==> config.mk <==
export PLATFORM = sky130hd
export DESIGN_NAME = uart_dump_tx
export DESIGN_NICKNAME = d
export VERILOG_FILES = /design/src/rtl/uart_dump_tx.sv
export SDC_FILE = /design/constraint.sdc
export NUM_CORES = 1
export LEC_CHECK = 0
export CORE_ASPECT_RATIO = 1.5
export CORE_MARGIN = 2
export CORE_UTILIZATION = 35
export DETAILED_ROUTE_END_ITERATION = 7
export GPL_ROUTABILITY_DRIVEN = 0
export PLACE_DENSITY = 0.64
export SYNTH_ARGS = -nofsm -noshare
export SYNTH_HDL_FRONTEND = slang
export SYNTH_SLANG_ARGS = --single-unit
==> constraint.sdc <==
create_clock -name clk -period 6.83 [get_ports clk]
set_clock_uncertainty 0.1 [all_clocks]
set_input_delay 2.049 -clock clk [delete_from_list [all_inputs] [get_ports clk]]
set_output_delay 2.049 -clock clk [all_outputs]
set_load 0.01 [all_outputs]
==> src/rtl/uart_dump_tx.sv <==
// uart_dump_tx: reads words from a sync memory port and sends them as 8N1 bytes, little-endian.
// Define DUMP_CHECKSUM_EN to append a two's-complement checksum byte after the last word.
module uart_dump_tx #(
    parameter int CLKS_PER_BIT = 868,
    parameter int ADDR_W       = 14
) (
    input  logic              clk,
    input  logic              rst,
    input  logic              start,
    input  logic [ADDR_W-1:0] base_addr,
    input  logic [ADDR_W:0]   word_count,
    output logic              mem_rd,
    output logic [ADDR_W-1:0] mem_adr,
    input  logic [31:0]       mem_dat,
    output logic              tx,
    output logic              busy,
    output logic              done
);
    localparam int CW = $clog2(CLKS_PER_BIT);
    localparam int RW = ADDR_W + 1;
    typedef enum logic [3:0] {
        IDLE, FETCH, WAIT, START, DATA, STOP, NEXT,
`ifdef DUMP_CHECKSUM_EN
        CSUM,
`endif
        FINISH
    } state_t;
    state_t state, state_n;
    logic [CW-1:0] baud;
    logic [2:0] bit_idx;
    logic [1:0] byte_idx;
    logic [ADDR_W-1:0] addr;
    logic [RW-1:0] remaining;
    logic [31:0] shift;
    logic tick, bit_state, last_word;
`ifdef DUMP_CHECKSUM_EN
    logic [7:0] csum;
    logic csum_phase;
`else
    localparam logic csum_phase = 1'b0;
`endif
    assign bit_state = state == START || state == DATA || state == STOP;
    assign tick      = baud == CW'(CLKS_PER_BIT - 1);
    assign last_word = remaining == RW'(1);
    assign mem_rd    = state == FETCH;
    assign mem_adr   = addr;
    assign busy      = state != IDLE;
    assign done      = state == FINISH;
    assign tx        = state == START ? 1'b0 : state == DATA ? shift[bit_idx] : 1'b1;
    always_comb begin
        state_n = state;
        case (state)
            IDLE:   state_n = !start ? IDLE : word_count == '0 ? FINISH : FETCH;
            FETCH:  state_n = WAIT;
            WAIT:   state_n = START;
            START:  state_n = tick ? DATA : START;
            DATA:   state_n = tick && bit_idx == 3'd7 ? STOP : DATA;
            STOP:   state_n = tick ? NEXT : STOP;
`ifdef DUMP_CHECKSUM_EN
            NEXT:   state_n = byte_idx != 2'd3 ? START : csum_phase ? FINISH : !last_word ? FETCH : CSUM;
            CSUM:   state_n = START;
`else
            NEXT:   state_n = byte_idx != 2'd3 ? START : csum_phase ? FINISH : !last_word ? FETCH : FINISH;
`endif
            FINISH: state_n = IDLE;
            default: state_n = IDLE;
        endcase
    end
    always_ff @(posedge clk or posedge rst) begin
        if (rst) begin
            state     <= IDLE;
            baud      <= '0;
            bit_idx   <= '0;
            byte_idx  <= '0;
            addr      <= '0;
            remaining <= '0;
            shift     <= '0;
`ifdef DUMP_CHECKSUM_EN
            csum       <= '0;
            csum_phase <= 1'b0;
`endif
        end else begin
            state <= state_n;
            // every entry into START/DATA/STOP sees a cleared baud counter
            baud  <= bit_state && !tick ? baud + 1'b1 : '0;
            case (state)
                IDLE: if (start) begin
                    addr      <= base_addr;
                    remaining <= word_count;
                    byte_idx  <= '0;
                    bit_idx   <= '0;
`ifdef DUMP_CHECKSUM_EN
                    csum       <= '0;
                    csum_phase <= 1'b0;
`endif
                end
                WAIT: begin
                    shift    <= mem_dat;
                    byte_idx <= '0;
                end
                DATA: if (tick) bit_idx <= bit_idx + 1'b1;
`ifdef DUMP_CHECKSUM_EN
                STOP: if (tick) csum <= csum + shift[7:0];
                CSUM: begin
                    shift      <= {24'd0, ~csum + 8'd1};
                    csum_phase <= 1'b1;
                end
`endif
                NEXT: if (byte_idx != 2'd3) begin
                    shift    <= shift >> 8;
                    byte_idx <= byte_idx + 1'b1;
                end else if (!csum_phase) begin
                    remaining <= remaining - 1'b1;
                    addr      <= addr + 1'b1;
                end
                default: ;
            endcase
        end
    end
endmodule

== After elaboration in Yosys (flattened, before gate mapping) ==
Cells that the tools add are included.

* Add/subtract/negate cells: 5
* Magnitude comparators: 1
* Equality and inequality tests: 15
* Mux-type cells: 27
* Reductions and logical operators: 16

{| class="wikitable"
|+ Operators with widths
! operator !! count
|-
| case mux 32 bit (2 select lines) || 1
|-
| two-way mux 32 bit || 1
|-
| two-way mux 15 bit || 2
|-
| case mux 15 bit (2 select lines) || 1
|-
| two-way mux 14 bit || 2
|-
| case mux 14 bit (2 select lines) || 1
|-
| two-way mux 3 bit || 7
|-
| case mux 3 bit (7 select lines) || 1
|-
| equality test 4 x 3 -> 1 bit (second input constant) || 4
|-
| equality test 15 x 1 -> 1 bit (second input constant) || 1
|-
| logical NOT 15 bit || 1
|-
| subtractor 15 x 1 -> 15 bit (second input constant) || 1
|-
| adder 14 x 1 -> 14 bit (second input constant) || 1
|-
| adder 10 x 1 -> 10 bit (second input constant) || 1
|-
| equality test 10 bit (second input constant) || 1
|-
| two-way mux 10 bit || 1
|-
| != test 2 bit (second input constant) || 5
|-
| AND reduction 3 bit || 3
|-
| equality test 4 x 2 -> 1 bit (second input constant) || 2
|-
| less-than comparator 3 x 6 -> 1 bit (second input constant) || 1
|-
| two-way mux 2 bit || 3
|-
| case mux 2 bit (3 select lines) || 1
|-
| case mux 3 bit (2 select lines) || 1
|-
| nonzero test 2 bit || 3
|-
| 13 further kinds || 18
|}

* Register bits after elaboration: 80
* Input bits: 64

== Longest topological paths before layout ==
* Depth in word-level cells: 5
* Mapped depth: 7
* Gate-level depth less buffers: 6

== Worst setup path before layout ==
No wires, ideal clock.

* Kind: register to output
* From: register bit_idx[0]
* To: output port tx
* Data arrival time: 1.201 ns
* Path slack: 3.480 ns
* Cell stages (with the launch flop): 4
* Buffers on the path: 0
* Path through: dfrtp_1 mux4_2 mux2i_1 a31oi_1

* Word-level cells in the longest chain between the ends: 4

{| class="wikitable"
|+ Ends and longest elaborated chain
! item !! line !! text
|-
| start, declared || 30 || <nowiki>logic [2:0] bit_idx;</nowiki>
|-
| start signal, assigned || 101 || <nowiki>DATA: if (tick) bit_idx <= bit_idx + 1'b1;</nowiki>
|-
| binary-select mux 1 bit (select 3 bit) || 49 || <nowiki>assign tx = state == START ? 1'b0 : state == DATA ? shift[bit_idx] : 1'b1;</nowiki>
|-
| two-way mux 1 bit (implied by the code) || 49 ||
|-
| two-way mux 1 bit (2 in series) || 49 ||
|-
| end, declared || 15 || <nowiki>output logic tx,</nowiki>
|}

No other way between the ends. The select of a mux whose other input is x is not followed.

== Final worst setup path ==
* From: register state[2]
* To: output port tx

* Word-level cells in the longest chain between the ends: 3

{| class="wikitable"
|+ Ends and longest elaborated chain
! item !! line !! text
|-
| start, declared || 28 || <nowiki>state_t state, state_n;</nowiki>
|-
| start signal, assigned || 83 || <nowiki>state <= state_n;</nowiki>
|-
| equality test 4 x 3 -> 1 bit || 49 ||
|-
| two-way mux 1 bit || 49 ||
|-
| two-way mux 1 bit * || 49 ||
|}

Mark *: on every way between the ends. The rest lies on a longest branch, timed or not.

==> run summary <==
CTS Buf Count -> 9
first-pass GRT wire length -> 18400 microns
PnR Total Power -> 0.00113 W
element type at the critical path start -> register
DRT antenna net count -> 0
num ports -> 82
GRT Residual Overflow -> 0
r2r setup slk -> 4.50 ns
clk sinks -> 79
synthesized instance count -> 469
synth cell count leaders -> 79 x dfrtp_1, 59 x nand2_1, 50 x o21ai_0
period utilization -> 66.8%
Worst-path clk slew -> 0.06 ns
share of cells above drive strength 1 -> 5.96%
drc violations -> 0
Worst Max-Slew Pin Slew -> 1.00 ns
Crit Path Class -> register to primary output
Yosys top cell area share -> 45.6%
peak supply drop -> 0.129 mV
Skew-Pair Late Insertion Delay -> 0.34 ns
Die Height -> 140 microns
Pins Over Slew Limit -> 0
Max Clk Rate -> 219 MHz
cts hold-fix bufs -> 0
area added between synthesis and finish -> 28.6%
Final setup viols -> 0
post-CTS resize count -> 0
vias in the first global route -> 3725
DRT Pass-1 Iters -> 4
slowest stage cell, crit path -> dfrtp_1
largest net degree at the start of global routing -> 62
fraction of registers with async set/reset -> 100%
Main synth FF type -> dfrtp_1
CTS tree -> built
Die ar. -> 13300 sq um
RSZ-0062 raised after global routing -> no
starting density of the core -> 36.0%
Syn Area/Cell -> 9.24 sq um
site row count -> 49
Ant. Diodes -> 0
CP required -> 4.68 ns
average wire per standard cell -> 15.8 microns
Starting DRT DRC Count -> 231
clock tree root buffer cell -> clkbuf_16
syn nets -> 540
worst hold path class -> register to register
Buffers & Inverters on Critical Path -> 2
Rel. slew slack -> 33.0%
warnings from Yosys -> 0
CP cell instances -> inv_1 -> and3_2 -> a31oi_1 -> clkdlybuf4s50_1
Seq/Total Area, Yosys -> 45.6%
crit-path max cell delay -> 0.74 ns
outcome -> finished, final reports clean
distinct cell type count of the synthesized netlist -> 58
Total Routing Usage GR -> 17.5%
core area -> 12000 sq um
min cycle time layout -> 4.56 ns
Mapped Area -> 4330 sq um
H-tree levels -> 3
chip width -> 94.8 microns
max-cap violation count -> 0
DP Area -> 5220 sq um
CTS Buffer Depth -> 2
Crit path max-delay family -> buffers and inverters
Min Hold Slack -> 0.382 ns
post-synth top area cell -> dfrtp_1
NumNets Final -> 603
HPWL after DPL -> 7630 microns
top-count cell post-synth -> dfrtp_1
Cell Pwr Density -> 202 nW/um^2
I/O Buffers -> 81
Worst EP arrival -> 2.41 ns
DR vias/cell -> 5.44
synth top area cells -> dfrtp_1 46%, mux2i_1 5.8%, o21ai_0 5.8%, nand2_1 5.1%, a21oi_1 3.8%
via count -> 3756
post-CTS setup buffer count -> 0
Leakage -> 2.49 nW
number of synthesized flops with an enable pin -> 0
crit end category -> primary output
synthesis-stage register bit count -> 79
maximum fanout along the worst path -> 19
Final Hold Viols -> 0
Final Cell Area -> 5570 sq um
Total Wirelength -> 10900 microns
initial antenna violation count -> 0
setup TNS -> 0 ns
cells in the final DEF, fill, tap and decap left out, types with 5 or more instances in the layout:
cell / n
a31oi_1: 6
o22ai_1: 10
a2bb2oi_1: 12
dfrtp_1: 79
ha_1: 7
nor3_1: 7
nand4_1: 11
a22o_1: 8
xnor2_1: 6
nand2_1: 59
clkbuf_16: 9
a21oi_1: 33
and3_1: 5
o21ai_0: 50
mux2i_1: 25
inv_1: 7
clkdlybuf4s50_1: 81
nor4_1: 7
nor2_1: 31
nand3_1: 22
final timing paths:
check | from | end | cells past startpoint
setup / recovery | state[2] | tx | 4
hold / removal | shift[2] | shift[2] | 2
setup reg to reg | state[2] | remaining[8] | 5
hold reg to reg | shift[2] | shift[2] | 2
max in group asynchronous | rst | mem_adr[12] | 3
min in group asynchronous | rst | shift[17] | 2
sequential cells by signal, indices dropped and copies added, names as in the netlist:
register   flops
shift         32
remaining     15
mem_adr       14
baud          10
bit_idx        3
state          3
byte_idx       2
worst reg2reg max path, cell delays in order (launching register included):
cell,delay [ns]
dfrtp_1,0.74
and3b_2,0.35
buf_4,0.52
nand2_1,0.13
o32ai_1,0.24
a21oi_1,0.10
power by group:
| part | internal (W) | switching (W) | total [W] |
|---|---|---|---|
| sequential | 0.000478 | 0.00000611 | 0.000485 |
| clock | 0.000363 | 0.000204 | 0.000567 |
| combinational | 0.0000462 | 0.0000282 | 0.0000745 |
layout make-up:
class,count,area [sq um]
inverters,8,30.0
well taps,153,191
flip-flops and latches,79,1980
clock inverters,7,129
multi-input cells,349,2180
fillers,1178,6450
repair buffers,85,841
clock buffers,9,225
kinds of logic (layout without fill, tap and decap cells):
group	Yosys count	in the layout	synth area share, %
AND/OR/NAND/NOR	171	171	20.2
AO/OA/AOI/OAI	135	135	19.2
adder cells (fa/ha/maj)	7	7	2.02
buffers and inverters	41	109	4.33
XOR/XNOR	8	8	1.62
flip-flops	79	79	45.6
multiplexers	28	28	7.08
per-layer routing:
metal	vias up	global-route usage [%]	share of wire (%)
met5	-	0	0
met4	0	6.03	2.0
met2	115	29.6	50
met1	1775	21.9	42
li1	1849	-	-
met3	17	3.87	6.3
per-stage QoR:
step / setup slack [ns] / std cells / utilization (%)
after floorplan: 2.66 / 469 / -
after global placement: 2.73 / 674 / 43.4
after detailed placement: 2.67 / 674 / 43.4
after CTS: 2.32 / 690 / 46.3
after global routing: 2.19 / 690 / 46.3
final: 2.27 / 690 / 46.3
Power figures use the tool's default switching activity.
